--- config.mk ---
export PLATFORM = sky130hd
export DESIGN_NAME = ib_fifo_dual_flat
export DESIGN_NICKNAME = d
export VERILOG_FILES = /design/src/rtl/ib_fifo_dual_if.sv /design/src/rtl/ib_fifo_dual.sv /design/src/flat_wrapper.sv
export SDC_FILE = /design/constraint.sdc
export NUM_CORES = 2
export LEC_CHECK = 0
export CORE_ASPECT_RATIO = 0.8
export CORE_MARGIN = 8
export CORE_UTILIZATION = 60
export DETAILED_ROUTE_END_ITERATION = 12
export PLACE_DENSITY = 0.77
export REMOVE_ABC_BUFFERS = 1
export SYNTH_ARGS = -nofsm -noshare
export SYNTH_HDL_FRONTEND = slang
export SYNTH_SLANG_ARGS = --single-unit
export TNS_END_PERCENT = 10
--- constraint.sdc ---
create_clock -name clk -period 12.77 [get_ports clk]
set_input_delay 2.554 -clock clk [delete_from_list [all_inputs] [get_ports clk]]
set_output_delay 2.554 -clock clk [all_outputs]
set_load 0.02 [all_outputs]
--- src/rtl/ib_fifo_dual_if.sv ---
// Fetch/decode handshake bundle for the dual-ported instruction buffer.
// The master side is fetch plus decode; the slave side is the FIFO itself.
interface ib_fifo_dual_if #(
  parameter int DATA_W = 65,
  parameter int DEPTH  = 16
);
  localparam int ADDR_W = $clog2(DEPTH);

  logic              flush;
  logic              stall;
  logic [1:0]        push_cnt;
  logic [DATA_W-1:0] push_data0;
  logic [DATA_W-1:0] push_data1;
  logic              push_ack;
  logic [1:0]        pop_cnt;
  logic              pop_valid0;
  logic              pop_valid1;
  logic [DATA_W-1:0] pop_data0;
  logic [DATA_W-1:0] pop_data1;
  logic [ADDR_W:0]   count;
  logic              fifo_full;
  logic              fifo_empty;
  logic              almost_full;

  modport master (
    output flush, stall, push_cnt, push_data0, push_data1, pop_cnt,
    input  push_ack, pop_valid0, pop_valid1, pop_data0, pop_data1,
           count, fifo_full, fifo_empty, almost_full
  );

  modport slave (
    input  flush, stall, push_cnt, push_data0, push_data1, pop_cnt,
    output push_ack, pop_valid0, pop_valid1, pop_data0, pop_data1,
           count, fifo_full, fifo_empty, almost_full
  );
endinterface

--- src/rtl/ib_fifo_dual.sv ---
// Two-in/two-out show-ahead instruction buffer between fetch and decode.
// Occupancy is tracked with an explicit counter so every slot is usable.
module ib_fifo_dual #(
  parameter int DATA_W = 65,
  parameter int DEPTH  = 16
) (
  input  logic          clk,
  input  logic          rst_n,
  ib_fifo_dual_if.slave bus
);
  localparam int ADDR_W = $clog2(DEPTH);
  localparam int CNT_W  = ADDR_W + 1;

  logic [DATA_W-1:0] mem [DEPTH];

  logic [ADDR_W-1:0] rd_ptr;
  logic [ADDR_W-1:0] wr_ptr;
  logic [ADDR_W-1:0] rd_ptr1;
  logic [ADDR_W-1:0] wr_ptr1;
  logic [CNT_W-1:0]  count_q;
  logic [CNT_W-1:0]  free;
  logic [CNT_W-1:0]  np;
  logic [CNT_W-1:0]  pq;
  logic [CNT_W-1:0]  nq;
  logic [CNT_W-1:0]  np_acc;
  logic              push_ok;

  assign rd_ptr1 = rd_ptr + ADDR_W'(1);
  assign wr_ptr1 = wr_ptr + ADDR_W'(1);
  assign free    = CNT_W'(DEPTH) - count_q;

  // Request counts of 3 behave as 2 on both ports.
  always_comb begin
    np = '0;
    case (bus.push_cnt)
      2'd0:    np = '0;
      2'd1:    np = CNT_W'(1);
      default: np = CNT_W'(2);
    endcase
    pq = '0;
    case (bus.pop_cnt)
      2'd0:    pq = '0;
      2'd1:    pq = CNT_W'(1);
      default: pq = CNT_W'(2);
    endcase
  end

  // Space is judged on the start-of-cycle count; a same-cycle pop never helps.
  assign push_ok = (np != '0) && (free >= np) && !bus.flush;
  assign np_acc  = push_ok ? np : '0;

  always_comb begin
    nq = '0;
    if (!bus.stall && !bus.flush) begin
      nq = (pq > count_q) ? count_q : pq;
    end
  end

  always_ff @(posedge clk or negedge rst_n) begin
    if (!rst_n) begin
      rd_ptr  <= '0;
      wr_ptr  <= '0;
      count_q <= '0;
    end else if (bus.flush) begin
      rd_ptr  <= '0;
      wr_ptr  <= '0;
      count_q <= '0;
    end else begin
      rd_ptr  <= rd_ptr + ADDR_W'(nq);
      wr_ptr  <= wr_ptr + ADDR_W'(np_acc);
      count_q <= count_q + np_acc - nq;
    end
  end

  always_ff @(posedge clk) begin
    if (push_ok) begin
      mem[wr_ptr] <= bus.push_data0;
      if (np == CNT_W'(2)) begin
        mem[wr_ptr1] <= bus.push_data1;
      end
    end
  end

  assign bus.push_ack    = push_ok;
  assign bus.pop_valid0  = (count_q != '0);
  assign bus.pop_valid1  = (count_q >= CNT_W'(2));
  assign bus.pop_data0   = bus.pop_valid0 ? mem[rd_ptr]  : '0;
  assign bus.pop_data1   = bus.pop_valid1 ? mem[rd_ptr1] : '0;
  assign bus.count       = count_q;
  assign bus.fifo_full   = (count_q == CNT_W'(DEPTH));
  assign bus.fifo_empty  = (count_q == '0);
  assign bus.almost_full = (free < CNT_W'(2));
endmodule

--- src/flat_wrapper.sv ---
// flat-port wrapper written by rule: the top's interface ports become plain ports
module ib_fifo_dual_flat 
#(
  parameter int DATA_W = 65,
  parameter int DEPTH  = 16
)
  (clk, rst_n, bus_flush, bus_stall, bus_push_cnt, bus_push_data0, bus_push_data1, bus_pop_cnt, bus_push_ack, bus_pop_valid0, bus_pop_valid1, bus_pop_data0, bus_pop_data1, bus_count, bus_fifo_full, bus_fifo_empty, bus_almost_full);
  ib_fifo_dual_if #(.DATA_W(DATA_W), .DEPTH(DEPTH)) bus_i ();
  input  logic clk;
  input  logic rst_n;
  input wire logic [$bits(bus_i.flush)-1:0] bus_flush;
  input wire logic [$bits(bus_i.stall)-1:0] bus_stall;
  input wire logic [$bits(bus_i.push_cnt)-1:0] bus_push_cnt;
  input wire logic [$bits(bus_i.push_data0)-1:0] bus_push_data0;
  input wire logic [$bits(bus_i.push_data1)-1:0] bus_push_data1;
  input wire logic [$bits(bus_i.pop_cnt)-1:0] bus_pop_cnt;
  output wire logic [$bits(bus_i.push_ack)-1:0] bus_push_ack;
  output wire logic [$bits(bus_i.pop_valid0)-1:0] bus_pop_valid0;
  output wire logic [$bits(bus_i.pop_valid1)-1:0] bus_pop_valid1;
  output wire logic [$bits(bus_i.pop_data0)-1:0] bus_pop_data0;
  output wire logic [$bits(bus_i.pop_data1)-1:0] bus_pop_data1;
  output wire logic [$bits(bus_i.count)-1:0] bus_count;
  output wire logic [$bits(bus_i.fifo_full)-1:0] bus_fifo_full;
  output wire logic [$bits(bus_i.fifo_empty)-1:0] bus_fifo_empty;
  output wire logic [$bits(bus_i.almost_full)-1:0] bus_almost_full;
  assign bus_i.flush = bus_flush;
  assign bus_i.stall = bus_stall;
  assign bus_i.push_cnt = bus_push_cnt;
  assign bus_i.push_data0 = bus_push_data0;
  assign bus_i.push_data1 = bus_push_data1;
  assign bus_i.pop_cnt = bus_pop_cnt;
  assign bus_push_ack = bus_i.push_ack;
  assign bus_pop_valid0 = bus_i.pop_valid0;
  assign bus_pop_valid1 = bus_i.pop_valid1;
  assign bus_pop_data0 = bus_i.pop_data0;
  assign bus_pop_data1 = bus_i.pop_data1;
  assign bus_count = bus_i.count;
  assign bus_fifo_full = bus_i.fifo_full;
  assign bus_fifo_empty = bus_i.fifo_empty;
  assign bus_almost_full = bus_i.almost_full;
  ib_fifo_dual #(.DATA_W(DATA_W), .DEPTH(DEPTH)) u_core (.clk(clk), .rst_n(rst_n), .bus(bus_i));
endmodule
; Word level (Yosys, flattened, before mapping)
; Memories as Yosys holds them, arrays and structs flattened.
; Index checks and enable logic that the tools add are counted.
[op_classes]
addsub = 7
order_cmp = 4
n_eq_ne = 4
muxes = 15
n_reduce_logical = 10
[op_table]
columns = op, n
row1 = $mux W65, 2
row2 = $mux W5, 3
row3 = $reduce_bool A5 Y1, 2
row4 = $add A4 B1 Y4 const B, 2
row5 = $add A4 B4 Y4, 2
row6 = $mux W4, 2
row7 = $pmux W2 S2, 2
row8 = $add A5 B5 Y5, 1
row9 = $eq A5 B5 Y1 const B, 1
row10 = $ge A5 B2 Y1, 1
row11 = $ge A5 B2 Y1 const B, 1
row12 = $gt A2 B5 Y1, 1
row13 = $logic_not A5 Y1, 1
row14 = $lt A5 B2 Y1 const B, 1
row15 = $mux W1, 5
row16 = $sub A5 B5 Y5, 1
row17 = $sub A5 B5 Y5 const A, 1
row18 = $eq A2 B1 Y1 const B, 2
row19 = $logic_not A2 Y1, 2
row20 = $logic_and A1 B1 Y1, 3
row21 = $eq A2 B2 Y1 const B, 1
row22 = $logic_not A1 Y1, 2
row23 = $mux W2, 1
[word_totals]
reg_bits = 13
mem_bits_rw = 1040
in_bits = 138
out_inout_bits = 141
wordCells = 44
mem_count = 1
[memory_table]
columns = memory, words, word_bits, rd, rd_ports_with_merged_regs, write_ports, line
row1 = u_core.mem, 16, 65, 2, 0, 2, ib_fifo_dual.sv:14  ; logic [DATA_W-1:0] mem [DEPTH];

; Depth between registers and ports, before layout
[depth]
depth_word = 9
ltp_mapped = 18

; Least setup slack after synthesis
; No wires, ideal clock.
[synth_timing]
path_type = input-to-reg
startpoint = input bus_push_cnt[0]
endpoint = memory u_core.mem[4][0] (enable)
setup_time_ps = 665
t_arrival_ps = 10451
path_slack_ps = 1654
stages = 8
n_path_buf = 1
path_cell_list = nor2b_1 > ha_1 > nor2b_1 > o2111a_1 > a21boi_2 > buf_6 > nand2_1 > o41ai_1
[synth_lines]
columns = item, line
row1 = start: declaration, flat_wrapper.sv:13  ; input wire logic [$bits(bus_i.push_cnt)-1:0] bus_push_cnt;
row2 = end: declaration, ib_fifo_dual.sv:14

; Final worst setup path
[layout_timing]
startpoint = input bus_push_cnt[1]
endpoint = output bus_push_ack
[layout_between]
elab_chain_len = 5
[layout_lines]
columns = item, line
row1 = $eq A2 B1 Y1 / $logic_not A2 Y1 (equally long branches), ib_fifo_dual.sv:35  ; case (bus.push_cnt)
row2 = $pmux W2 S2 (*), ib_fifo_dual.sv:35
row3 = $ge A5 B2 Y1 / $reduce_bool A5 Y1 (equally long branches), ib_fifo_dual.sv:49  ; assign push_ok = (np != '0) && (free >= np) && !bus.flush;
row4 = $logic_and A1 B1 Y1 (*) (2 in a row), ib_fifo_dual.sv:49
row5 = end: declaration, flat_wrapper.sv:17  ; output wire logic [$bits(bus_i.push_ack)-1:0] bus_push_ack;
; Mark *: on every way between the ends. The rest lies on a longest branch, timed or not.

==> results.md <==
- H-tree depth: 3
- Initial antenna violation count: 28
- Max VDD drop: about 0.00013 V
- DRC violation count after routing: 0
- Slack of the critical path: 3.434 ns
- Layout Cells excl Fill: between 5000 and 6000
- Slew Viols, Final: 0
- Grt total ovfl: 0
- Largest family of logic cells by synthesized area: multiplexers
- Compound-Gate Fraction of Synth Area: between 1.5 and 2%
- Unrepaired setup endpoints after global routing: no
- F_max: 0.1071 GHz
- Setup TNS: 0 ns
- Row count: 105
- Die Span X: approximately 370 µm
- Synth warn: 0
- First-pass GRT wire length: 271200 µm
- Dpl cells: 4861
- CTS tree: yes
- Sequential element share of the synthesized area: 51.30%
- Post-Synth Simple-Gate Area: less than 1%
- CTS buffer count: 110
- Global Route Usage Sum: 32.52%
- Slowest CP cell: nand2_1
- Cell repeated most along the worst path: inv_1
- Fraction of synthesized cell area in xor and xnor cells: 0.1424%
- Clk pin slew, worst setup/hold paths: 0.06 ns
- IO buf count: 278
- Area growth syn-to-layout: 11.32%
- Max Buffers Root-to-Sink: 3
- Finished Cell Area: 0.06847 mm²
- Synth cell types: 45
- CP arrival: 6.78 ns
- Post-placement setup slack: 3.480 ns
- Clock Tree Root: clkbuf_16
- Slew @ Worst Pin: approximately 1.2 ns
- Post_cts resized: 0
- DP Wirelength: slightly above 100000 µm
- Number of nets in the layout: 3799
- Max Cap Violations: 0
- Drt first pass iters: 5
- Syn Area/Cell: 17.11 µm²
- Layout cells sized above 1: 46.31%
- Routability Congestion: approximately 0.84
- Vias in the first global route: 39760
- Clock Skew: around 0.020 ns
- Critical Path, Cell by Cell: clkdlybuf4s50_1 -> inv_1 -> ha_1 -> inv_1 -> o2111a_1 -> a21boi_4 -> nand2_1 -> inv_1 -> clkdlybuf4s50_1
- Final setup viols: 0
- Critical Path Fanout Max: 18
- Initial detailed-routing violation count: 5233
- Via count: 38400
- Most frequent cells in the layout: edfxtp_1 (1040), mux2_2 (944), mux4_2 (520), clkdlybuf4s50_1 (278), mux2i_1 (262)
- Leak Pwr: 0.02156 µW
- Final Hold Fails: 0
- Die Y-Extent: a little over 300 µm
- DP Area: approximately 0.065 mm²
- Final worst-path cycle share: between 70% and 80%
- Clk_lat worst skew: 0.68 ns
- Worst EP required: 10.22 ns
- Synth Register Bits: 1053
- Max_slew headroom: 21.76%
- CP Launch Type: input pin
- Cts hold-fix bufs: 0
- DR vias/cell: 7.549
- Power per cell area: 151.1 mW/mm²
- Largest net degree at the start of global routing: 149
- I/O pin count: 279
- Initial core utilization: 60.25%
- WL final: ~190000 µm
- ANT nets after route: 0
- Post-CTS Repair Setup Buffers: 0
- Die ar.: 0.1131 mm²
- Synth Area in Adders: 0.5574%
- Synth Cell Area: 0.06151 mm²
- Clk sinks: about 1100
- Synth Instances: 3595
- Final Critical Period: 9.336 ns
- Overall power: 10350 µW
- Worst hold path type: reg -> reg
- Most common cell after layout, fill and taps aside: edfxtp_1
- Worst Setup End Kind: primary output
- Wirelength per Cell: between 30 and 40 µm
- Critical path class: in -> out
- Core Region: 0.1021 mm²
- CP peak stage delay: 0.95 ns
- Status: complete, no violations
- Share of synthesized area spent on multiplexers: 42.35%
critical path: cells and delay by family:
kind            cells  cell delay (ns)
buf+inv             5             1.91
fa+ha+maj           1             0.29
simple gates        1             0.95
compound gates      2             1.05
final timing paths:
path / from / to / slack (ns) / depth (start not counted)
setup reg to reg: u_core.bus.count[1]$_DFF_PN0_ / u_core.mem[14][51]$_DFFE_PP_ / 6.17 / 11
setup / recovery: bus_push_cnt[1] / bus_push_ack / 3.43 / 9
max in group asynchronous: rst_n / u_core.rd_ptr[0]$_DFF_PN0_ / 10.02 / 1
min in group asynchronous: rst_n / u_core.bus.count[4]$_DFF_PN0_ / 2.27 / 1
hold / removal: u_core.wr_ptr[3]$_DFF_PN0_ / u_core.wr_ptr[3]$_DFF_PN0_ / 0.64 / 2
hold reg to reg: u_core.wr_ptr[3]$_DFF_PN0_ / u_core.wr_ptr[3]$_DFF_PN0_ / 0.64 / 2
synthesized netlist by cell type:
library cell,count,area (µm²)
buf_4,13,97.59
nand3_1,2,10.01
a21oi_1,5,25.02
nor3b_1,2,15.01
a21o_1,3,22.52
o31ai_1,9,67.56
dfrtp_1,13,325.3
nand2_2,8,50.05
edfxtp_1,1040,31230
a22oi_1,1,7.510
clkbuf_1,188,705.7
buf_2,184,920.9
nand2b_1,8,50.05
and3b_1,3,26.28
mux4_2,520,11710
nor2_1,27,101.4
or3_1,3,18.77
a41o_1,1,10.01
o41ai_1,3,26.28
o21ai_0,1,5.000
inv_1,17,63.81
o21ai_1,1,5.000
or2_2,1,6.260
fa_1,4,80.08
a21boi_2,1,11.26
o22ai_1,130,813.3
nand3b_1,1,7.510
mux2_2,944,10630
a31o_2,2,17.52
nor2b_1,11,68.82
mux2_1,96,1081
nand2_1,14,52.55
a211o_1,1,8.760
o2111ai_1,1,8.760
ha_1,21,262.8
buf_1,29,108.9
nor3b_2,1,12.51
conb_1,2,7.510
xnor2_1,4,35.03
xor2_1,6,52.55
buf_6,9,101.4
nor3_1,1,5.000
mux2i_1,262,2623
and3_1,1,6.260
o2111a_1,1,11.26
power breakdown:
group | leakage [µW] | switching (µW) | internal, µW | total (µW)
logic | 0.0103 | 1800 | 1360 | 3150
clock network | 0.00171 | 1360 | 1780 | 3140
registers | 0.00957 | 88.6 | 3960 | 4050
per-layer routing:
layer  vias up  GRT usage, %  wire length, µm
li1      15010             -                -
met3       469         7.971            22070
met1     20190         42.99            68910
met2      2720         51.94            89420
met4        16         13.73             7982
met5         -             0              103
layout make-up:
| type | instances | area [µm²] |
|---|---|---|
| Multi-Input combinational cell | 2103 | 28300 |
| Clock buffer | 139 | 2947 |
| Fill cell | 6671 | 33610 |
| Tap cell | 1337 | 1673 |
| Sequential cell | 1053 | 31570 |
| Timing Repair Buffer | 351 | 3356 |
| Antenna cell | 20 | 50.05 |
| Clock inverter | 66 | 515.5 |
| Inverter | 17 | 63.81 |
state kept, by name, summed over array words and instances (netlist names):
register          cells
u_core.bus.count      5
u_core.rd_ptr         4
u_core.mem         1040
u_core.wr_ptr         4
cells by family (layout without fill, tap and decap cells):
family                   after synthesis  after routing
buffers and inverters                440            573
AO/OA/AOI/OAI                        160            160
AND/OR/NAND/NOR                       83             83
other                                  2             23
flip-flops                          1053           1053
multiplexers                        1822           1822
adder cells (fa/ha/maj)               25             25
XOR/XNOR                              10             10
metrics by stage:
| step | util, % | hold slack, ns |
|---|---|---|
| 3_3_place_gp | 63.63 | 0.6046 |
| 2_1_floorplan | - | 0.5567 |
| 4_1_cts | 67.02 | 0.6294 |
| 5_1_grt | 67.05 | 0.6794 |
| 6_report | 67.07 | 0.6372 |
| 3_5_place_dp | 63.63 | 0.6121 |
(Power assumes the default switching activity.)
